`src/rtl/mips_ctrl_pkg.sv`:
```
// Shared encodings for the multicycle MIPS control unit: state codes, opcodes,
// ALU operation and datapath mux select values.
package mips_ctrl_pkg;

    typedef enum logic [3:0] {
        S_FETCH    = 4'd0,
        S_DECODE   = 4'd1,
        S_MEM_ADDR = 4'd2,
        S_MEM_RD   = 4'd3,
        S_MEM_WB   = 4'd4,
        S_MEM_WR   = 4'd5,
        S_EXEC     = 4'd6,
        S_R_WB     = 4'd7,
        S_BRANCH   = 4'd8,
        S_IMM_EXEC = 4'd9,
        S_IMM_WB   = 4'd10,
        S_JUMP     = 4'd11,
        S_TRAP     = 4'd12
    } state_t;

    localparam logic [5:0] OP_RTYPE = 6'b000000;
    localparam logic [5:0] OP_LW    = 6'b100011;
    localparam logic [5:0] OP_SW    = 6'b101011;
    localparam logic [5:0] OP_BEQ   = 6'b000100;
    localparam logic [5:0] OP_ADDI  = 6'b001000;
    localparam logic [5:0] OP_J     = 6'b000010;

    localparam logic [1:0] ALU_ADD   = 2'd0;
    localparam logic [1:0] ALU_SUB   = 2'd1;
    localparam logic [1:0] ALU_FUNCT = 2'd2;

    localparam logic [1:0] SRC_B_RT    = 2'd0;
    localparam logic [1:0] SRC_B_FOUR  = 2'd1;
    localparam logic [1:0] SRC_B_SIMM  = 2'd2;
    localparam logic [1:0] SRC_B_SHIMM = 2'd3;

    localparam logic [1:0] PC_SRC_ALU    = 2'd0;
    localparam logic [1:0] PC_SRC_ALUOUT = 2'd1;
    localparam logic [1:0] PC_SRC_JUMP   = 2'd2;

endpackage

```
`src/rtl/multicycle_control_mem_wait_timer.sv`:
```
// Memory wait counter: cleared when a waiting state is entered, counts stalled
// cycles, and flags when the stall budget has been used up.
module mem_wait_timer #(
    parameter int MEM_WAIT_MAX = 15
) (
    input  logic clk,
    input  logic srst,
    input  logic clear,
    input  logic count,
    output logic expired
);

    logic [7:0] count_reg;
    logic [7:0] count_next;

    always_comb begin
        count_next = count_reg;
        if (clear) begin
            count_next = 8'd0;
        end else if (count) begin
            count_next = count_reg + 8'd1;
        end
    end

    always_ff @(posedge clk) begin
        if (srst) begin
            count_reg <= 8'd0;
        end else begin
            count_reg <= count_next;
        end
    end

    assign expired = (count_reg == 8'(MEM_WAIT_MAX));

endmodule

```
`src/rtl/multicycle_control.sv`:
```
// Multicycle MIPS control FSM with memory-stall timeout and sticky error flags.
// Define MC_JUMP_EN to support the j instruction; otherwise it decodes as illegal.
module multicycle_control
    import mips_ctrl_pkg::*;
#(
    parameter int ALU_OP_W     = 2,
    parameter int MEM_WAIT_MAX = 15
) (
    input  logic                clk,
    input  logic                rst,
    input  logic [5:0]          instr_op,
    input  logic                mem_ready,
    output logic                pc_write,
    output logic                pc_write_cond,
    output logic                i_or_d,
    output logic                mem_read,
    output logic                mem_write,
    output logic                ir_write,
    output logic                reg_dst,
    output logic                mem_to_reg,
    output logic                reg_write,
    output logic                alu_src_a,
    output logic [1:0]          alu_src_b,
    output logic [ALU_OP_W-1:0] alu_op,
    output logic [1:0]          pc_source,
    output logic [3:0]          state,
    output logic                illegal_op,
    output logic                mem_timeout
);

    state_t     state_reg;
    state_t     state_next;
    logic [1:0] alu_op_code;
    logic       timer_clear;
    logic       timer_count;
    logic       timer_expired;
    logic       set_illegal;
    logic       set_timeout;
    logic       illegal_reg;
    logic       timeout_reg;

    mem_wait_timer #(
        .MEM_WAIT_MAX(MEM_WAIT_MAX)
    ) u_wait_timer (
        .clk     (clk),
        .srst    (rst),
        .clear   (timer_clear),
        .count   (timer_count),
        .expired (timer_expired)
    );

    // Any state change restarts the budget; only waiting states ever count.
    assign timer_clear = (state_next != state_reg);

    always_comb begin
        pc_write      = 1'b0;
        pc_write_cond = 1'b0;
        i_or_d        = 1'b0;
        mem_read      = 1'b0;
        mem_write     = 1'b0;
        ir_write      = 1'b0;
        reg_dst       = 1'b0;
        mem_to_reg    = 1'b0;
        reg_write     = 1'b0;
        alu_src_a     = 1'b0;
        alu_src_b     = SRC_B_RT;
        alu_op_code   = ALU_ADD;
        pc_source     = PC_SRC_ALU;
        timer_count   = 1'b0;
        set_illegal   = 1'b0;
        set_timeout   = 1'b0;
        state_next    = state_reg;

        case (state_reg)
            S_FETCH: begin
                mem_read  = 1'b1;
                alu_src_b = SRC_B_FOUR;
                if (mem_ready) begin
                    ir_write   = 1'b1;
                    pc_write   = 1'b1;
                    state_next = S_DECODE;
                end else if (timer_expired) begin
                    set_timeout = 1'b1;
                    state_next  = S_TRAP;
                end else begin
                    timer_count = 1'b1;
                end
            end
            S_DECODE: begin
                alu_src_b = SRC_B_SHIMM;
                case (instr_op)
                    OP_RTYPE:     state_next = S_EXEC;
                    OP_LW, OP_SW: state_next = S_MEM_ADDR;
                    OP_BEQ:       state_next = S_BRANCH;
                    OP_ADDI:      state_next = S_IMM_EXEC;
`ifdef MC_JUMP_EN
                    OP_J:         state_next = S_JUMP;
`endif
                    default: begin
                        set_illegal = 1'b1;
                        state_next  = S_TRAP;
                    end
                endcase
            end
            S_MEM_ADDR: begin
                alu_src_a  = 1'b1;
                alu_src_b  = SRC_B_SIMM;
                state_next = (instr_op == OP_SW) ? S_MEM_WR : S_MEM_RD;
            end
            S_MEM_RD: begin
                mem_read = 1'b1;
                i_or_d   = 1'b1;
                if (mem_ready) begin
                    state_next = S_MEM_WB;
                end else if (timer_expired) begin
                    set_timeout = 1'b1;
                    state_next  = S_TRAP;
                end else begin
                    timer_count = 1'b1;
                end
            end
            S_MEM_WB: begin
                reg_write  = 1'b1;
                mem_to_reg = 1'b1;
                state_next = S_FETCH;
            end
            S_MEM_WR: begin
                mem_write = 1'b1;
                i_or_d    = 1'b1;
                if (mem_ready) begin
                    state_next = S_FETCH;
                end else if (timer_expired) begin
                    set_timeout = 1'b1;
                    state_next  = S_TRAP;
                end else begin
                    timer_count = 1'b1;
                end
            end
            S_EXEC: begin
                alu_src_a   = 1'b1;
                alu_op_code = ALU_FUNCT;
                state_next  = S_R_WB;
            end
            S_R_WB: begin
                reg_write  = 1'b1;
                reg_dst    = 1'b1;
                state_next = S_FETCH;
            end
            S_BRANCH: begin
                alu_src_a     = 1'b1;
                alu_op_code   = ALU_SUB;
                pc_write_cond = 1'b1;
                pc_source     = PC_SRC_ALUOUT;
                state_next    = S_FETCH;
            end
            S_IMM_EXEC: begin
                alu_src_a  = 1'b1;
                alu_src_b  = SRC_B_SIMM;
                state_next = S_IMM_WB;
            end
            S_IMM_WB: begin
                reg_write  = 1'b1;
                state_next = S_FETCH;
            end
            S_JUMP: begin
`ifdef MC_JUMP_EN
                pc_write   = 1'b1;
                pc_source  = PC_SRC_JUMP;
                state_next = S_FETCH;
`else
                state_next = S_TRAP;
`endif
            end
            S_TRAP: begin
                state_next = S_TRAP;
            end
            default: begin
                state_next = S_TRAP;
            end
        endcase
    end

    always_ff @(posedge clk) begin
        if (rst) begin
            state_reg   <= S_FETCH;
            illegal_reg <= 1'b0;
            timeout_reg <= 1'b0;
        end else begin
            state_reg <= state_next;
            if (set_illegal) begin
                illegal_reg <= 1'b1;
            end
            if (set_timeout) begin
                timeout_reg <= 1'b1;
            end
        end
    end

    assign alu_op      = ALU_OP_W'(alu_op_code);
    assign state       = state_reg;
    assign illegal_op  = illegal_reg;
    assign mem_timeout = timeout_reg;

endmodule

```
`config.mk`:
```
export PLATFORM = sky130hd
export DESIGN_NAME = multicycle_control
export DESIGN_NICKNAME = d
export VERILOG_FILES = /design/src/rtl/mips_ctrl_pkg.sv /design/src/rtl/multicycle_control_mem_wait_timer.sv /design/src/rtl/multicycle_control.sv
export SDC_FILE = /design/constraint.sdc
export NUM_CORES = 1
export LEC_CHECK = 0
export ABC_CLOCK_PERIOD_IN_PS = 4170
export BUFFER_PORTS_ARGS = -buffer_cell sky130_fd_sc_hd__buf_2
export CORE_MARGIN = 2
export CORE_UTILIZATION = 51
export CTS_BUF_LIST = sky130_fd_sc_hd__clkbuf_4 sky130_fd_sc_hd__clkbuf_8 sky130_fd_sc_hd__clkbuf_16
export CTS_CLUSTER_DIAMETER = 40
export DETAILED_ROUTE_END_ITERATION = 7
export PLACE_DENSITY_LB_ADDON = 0.2
export RECOVER_POWER = 100
export SLEW_MARGIN = 20
export SYNTH_ARGS = -nofsm -noshare
export SYNTH_HDL_FRONTEND = slang
export SYNTH_HIERARCHICAL = 1
export SYNTH_SLANG_ARGS = --single-unit
export TNS_END_PERCENT = 1
```
`constraint.sdc`:
```
create_clock -name clk -period 4.17 [get_ports clk]
set_clock_uncertainty 0.1 [all_clocks]
set_input_delay 0.834 -clock clk [delete_from_list [all_inputs] [get_ports clk]]
set_output_delay 0.834 -clock clk [all_outputs]
set_load 0.005 [all_outputs]
```
# Word-level counts from Yosys, hierarchy flattened
# Cells that the tools add are included.
dict set report totals {
  regBits 14
  latchBits 0
  ram_bits 0
  mem_bits_ro 0
  in_bits 9
  output_inout_bits 22
  wordCells 61
  n_memories 0
}
dict set report op_classes {
  n_addsub 1
  multipliers 0
  div 0
  order_cmp 0
  n_eq_ne 16
  shifts 0
  muxes 28
  bitwise_logic 0
  n_reduce_logical 12
}
# cell count
set ops {}
lappend ops {{$pmux 4 s8} 1}
lappend ops {{$mux 1} 19}
lappend ops {{$eq 4x3->1 const B} 4}
lappend ops {{$mux 4} 4}
lappend ops {{$pmux 4 s4} 1}
lappend ops {{$eq 4x4->1 const B} 3}
lappend ops {{$eq 6x6->1 const B} 2}
lappend ops {{$reduce_or 2->1} 5}
lappend ops {{$add 8x1->8 const B} 1}
lappend ops {{$eq 4x2->1 const B} 2}
lappend ops {{$eq 8x4->1 const B} 1}
lappend ops {{$reduce_or 4->1} 2}
lappend ops {{$eq 6x3->1 const B} 1}
lappend ops {{$eq 6x4->1 const B} 1}
lappend ops {{$logic_not 6->1} 1}
lappend ops {{$pmux 2 s3} 1}
lappend ops {{$reduce_or 3->1} 2}
lappend ops {{$reduce_or 5->1} 1}
lappend ops {{$eq 4x1->1 const B} 1}
lappend ops {{$logic_not 4->1} 1}
lappend ops {{$ne 4x4->1} 1}
lappend ops {{$pmux 2 s2} 1}
lappend ops {{$mux 3} 1}

# Depth between registers and ports, before layout
dict set report depth {
  ltp_word 6
  depth_mapped 11
  ltp_nobuf 10
}

# Hierarchy
# Netlist, hierarchy kept.
# mod n_inst cells_per_inst area_per_inst_um2
set modules_own_cells {}
lappend modules_own_cells {multicycle_control 1 101 698.2}
lappend modules_own_cells {mem_wait_timer 1 40 357.8}

# Least setup slack after synthesis
# OpenSTA, ideal clock, no wires.
dict set report synth_timing {
  kind {register -> register}
  startpoint {reg u_wait_timer.count_reg[0]}
  endpoint {reg u_wait_timer.count_reg[5]}
  setup_time_ns 0.070
  arrival_ns 2.838
  t_required_ns 4.000
  setup_slack_ns 1.162
  path_stages_with_launch 12
  n_path_buf 1
  period_less_slack_ns 3.008
  path_cell_list {dfxtp_1 > ha_1 > nand4b_1 > nor4_1 > or3b_1 > a2111o_1 > o211ai_2 > o31a_2 > o21ai_2 > or2_2 > clkbuf_1 > a21oi_1}
}
dict set report synth_between {
  elab_chain_cells 6
  word_cells_on_any_way 12
  classes_between {add/sub (1); eq/ne (2); mux (8); reduce/logical (1)}
}
# element line
set synth_lines {}
lappend synth_lines {{start: declaration} multicycle_control_mem_wait_timer.sv:13} ;# logic [7:0] count_reg;
lappend synth_lines {{start signal: assignment} multicycle_control_mem_wait_timer.sv:29} ;# count_reg <= count_next;
lappend synth_lines {{$eq 8x4->1 *} multicycle_control_mem_wait_timer.sv:33} ;# assign expired = (count_reg == 8'(MEM_WAIT_MAX));
lappend synth_lines {{net timer_expired} multicycle_control.sv:36} ;# logic timer_expired;
lappend synth_lines {{$mux 4 *} {multicycle_control.sv:82, multicycle_control.sv:115, multicycle_control.sv:132}}
lappend synth_lines {{$mux 4, on equally long branches} {multicycle_control.sv:130, multicycle_control.sv:78, multicycle_control.sv:113}}
lappend synth_lines {{$pmux 4 s8 *} multicycle_control.sv:74} ;# case (state_reg)
lappend synth_lines {{$ne 4x4->1 *} multicycle_control.sv:53} ;# assign timer_clear = (state_next != state_reg);
lappend synth_lines {{net timer_clear} multicycle_control.sv:34} ;# logic timer_clear;
lappend synth_lines {{$reduce_or 2->1 (no source line) *} -}
# The timed path passes the listed nets; every way through them passes the cells marked *.
# A chain may end at the register's enable or synchronous reset.

# Final worst setup path
dict set report layout_timing {
  startpoint {reg u_wait_timer.count_reg[0]}
  endpoint {reg u_wait_timer.count_reg[0]}
}
# The elaborated chain is that of the path after synthesis.

==> results.yml <==
outcome:
  status: "finished, final reports clean"
power_and_ir_drop:
  leakagePower_nw: 0.463
  powerDensity_nw_per_um2: 278
  peakVddDrop_v: 0.000237
clocking:
  clk_pin_slew_ns: 0.07
  cts_setup_buffers: 0
  ctsLongestPathBuffers: 2
  tritoncts: "done"
  htreeDepth: 1
  hold_buffers: 0
  cts_root_buffer: "clkbuf_4"
  cts_num_sinks: 14
  ctsResizeCount: 0
  numCtsBuffers: 3
  insertion_delay_ns: 0.27
timing:
  hold_viol: 0
  maxSlewViolCount: 0
  worst_slew_pin_slew_ns: 0.900
  period_needed_ns: 3.40
  timing.fmax_mhz: 294
  rsz0062_at_grt: "false"
  setup_violations: 0
  slew-limit-headroom: 0.395
  timing.final.crit_share: 0.816
  hold_slack_ns: 0.371
  final.setup.tns_ns: 0
synthesis:
  yosysTopAreaCell: "dfxtp_1"
  syn_area_per_cell_um2: 7.49
  synth_area_leaders: "dfxtp_1, nor2_1, xor2_1"
  seq_area_frac_synth: 0.265
  synth_ff_type: "dfxtp_1"
  syn_inst: 141
  synth-seq-cells: 14
  yosysWarnings: 6
  syn_nets: 151
  synthArstFlopShare: 0
  synth_area_um2: 1060
  synth_top_area_frac: 0.265
  synth_cell_type_count: 47
  synth_edf_count: 0
placement:
  placed_cells: 184
  port_buffers: 29
  gp_congestion: 0.832
  dpl.hpwl_mm: 1.80
hold_path:
  hp-class: "reg -> reg"
  hold_depth: 2
floorplanning:
  start_util: 0.538
  io-pin-count: 31
  core_um2: 1960
  die_w_um: 49.5
  die_area_um2: 2450
  die_h_um: 49.5
  num_rows: 16
layout:
  final_layout_size_suffix_gt1_frac: 0.163
  area_growth_syn_to_layout_pct: 9.48
  final_util: 0.589
  finalNetCount: 172
  finalNonFillerCells: 187
  most-common-layout-cells: "nor2_1, dfxtp_1, buf_2"
  final_common_cell: "nor2_1"
  diodes: 0
  largest_reg_flops: 8
global_routing:
  grt_max_degree: 20
  antenna_found_initial: 0
  grt_pass1_wl_mm: 4.06
  grt-ovfl-total: 0
  grt_pass1_vias: 930
  track_usage: 0.205
critical_path:
  critical_path.cell_chain: "ha_1, nand4b_1, nor4_1, or3b_1, a2111o_1, o211ai_1, nor4_1, o21ai_0, or2_0, nor2_1"
  cp_num_cells: 10
  crit_path_end_kind: "flop"
  critPathLaunchType: "flop"
  path_max_fanout: 8
  cp_top_family: "simple AND/OR/NAND/NOR gates"
  crit_path_max_incr_delay_ns: 0.70
  worst-path-buf-inv: 0
  cpMaxStageDelayCell: "nor4_1"
  path_common_cell: "nor4_1"
  crit_required_ns: 4.22
  crit_type: "reg -> reg"
  arrival_ns: 3.45
  rr_worst_depth: 10
routing:
  dr.pass1.iters: 4
  drt_iter0_drc: 20
  viasPerCell: 5.86
  drt_wl_total_mm: 2.42
  wl_per_cell_um: 12.9
  route.detailed.drc: 0
  num_vias: 1095
  drtAntennaViolNets: 0
flow_run:
  maxCapViolations: 0
==> per-layer routing <==
| layer | share of wire | global-route usage |
|---|---|---|
| met5 | 0 | 0 |
| met4 | 0 | 0.0370 |
| met3 | 0.053 | 0.0485 |
| met2 | 0.47 | 0.331 |
| met1 | 0.47 | 0.281 |
==> Yosys cell counts (all sizes together) (2+ instances only) <==
cell type / n
inv: 5
dfxtp: 14
or3: 3
nand2b: 2
a22oi: 2
nor2: 19
nor3: 6
nand2: 10
o21ai: 9
nand4: 3
xor2: 6
o21bai: 2
nor4b: 2
a21oi: 10
nor4: 4
nand3: 4
buf: 11
nor2b: 2
a2111oi: 2
clkbuf: 3
and3: 3
==> logic make-up (layout without fill, tap and decap cells) <==
logic type	count (synthesis)	count (layout)	share of synthesized area
AO/OA/AOI/OAI	35	35	0.233
adder cells (fa/ha/maj)	1	1	0.0118
flip-flops	14	14	0.265
AND/OR/NAND/NOR	62	62	0.309
XOR/XNOR	7	7	0.0581
buffers and inverters	19	38	0.0983
multiplexers	2	2	0.0201
other	1	1	0.00355
==> worst min-delay path: stages, from the launching register on <==
cell     delay, ns
dfxtp_1       0.33
nor2_1        0.05
nor2_1        0.07
==> path summary, 6_finish.rpt <==
check | startpoint | endpoint | slack, ns
worst max-delay path | u_wait_timer/count_reg[0] | u_wait_timer/count_reg[0] | 0.77
worst min-delay path | illegal_op | illegal_op | 0.37
worst max register to register | u_wait_timer/count_reg[0] | u_wait_timer/count_reg[0] | 0.77
worst min register to register | illegal_op | illegal_op | 0.37
==> cell type report <==
type | instances | area, um^2
timing repair buffer | 30 | 138
inverter | 5 | 18.8
multi-input combinational | 108 | 663
sequential | 14 | 280
fill | 213 | 806
clock buffer | 3 | 22.5
tap | 27 | 33.8
==> metrics by stage <==
stage | total power, W | setup WS (ns) | area [um^2]
final | 0.000321 | 0.769 | 1160
after global routing | 0.000344 | 0.460 | 1160
after CTS | 0.000329 | 0.915 | 1180
after detailed placement | 0.000257 | 0.938 | 1160
after global placement | 0.000255 | 1.10 | 1160
after floorplan | 0.000230 | 1.16 | 1060
==> power by group <==
part           switching [W]   total, W  internal, W
Combinational      0.0000528  0.0000941    0.0000413
Clock              0.0000388  0.0000723    0.0000334
Sequential         0.0000156   0.000155     0.000139
No activity file was read; power rests on OpenSTA's default activity.
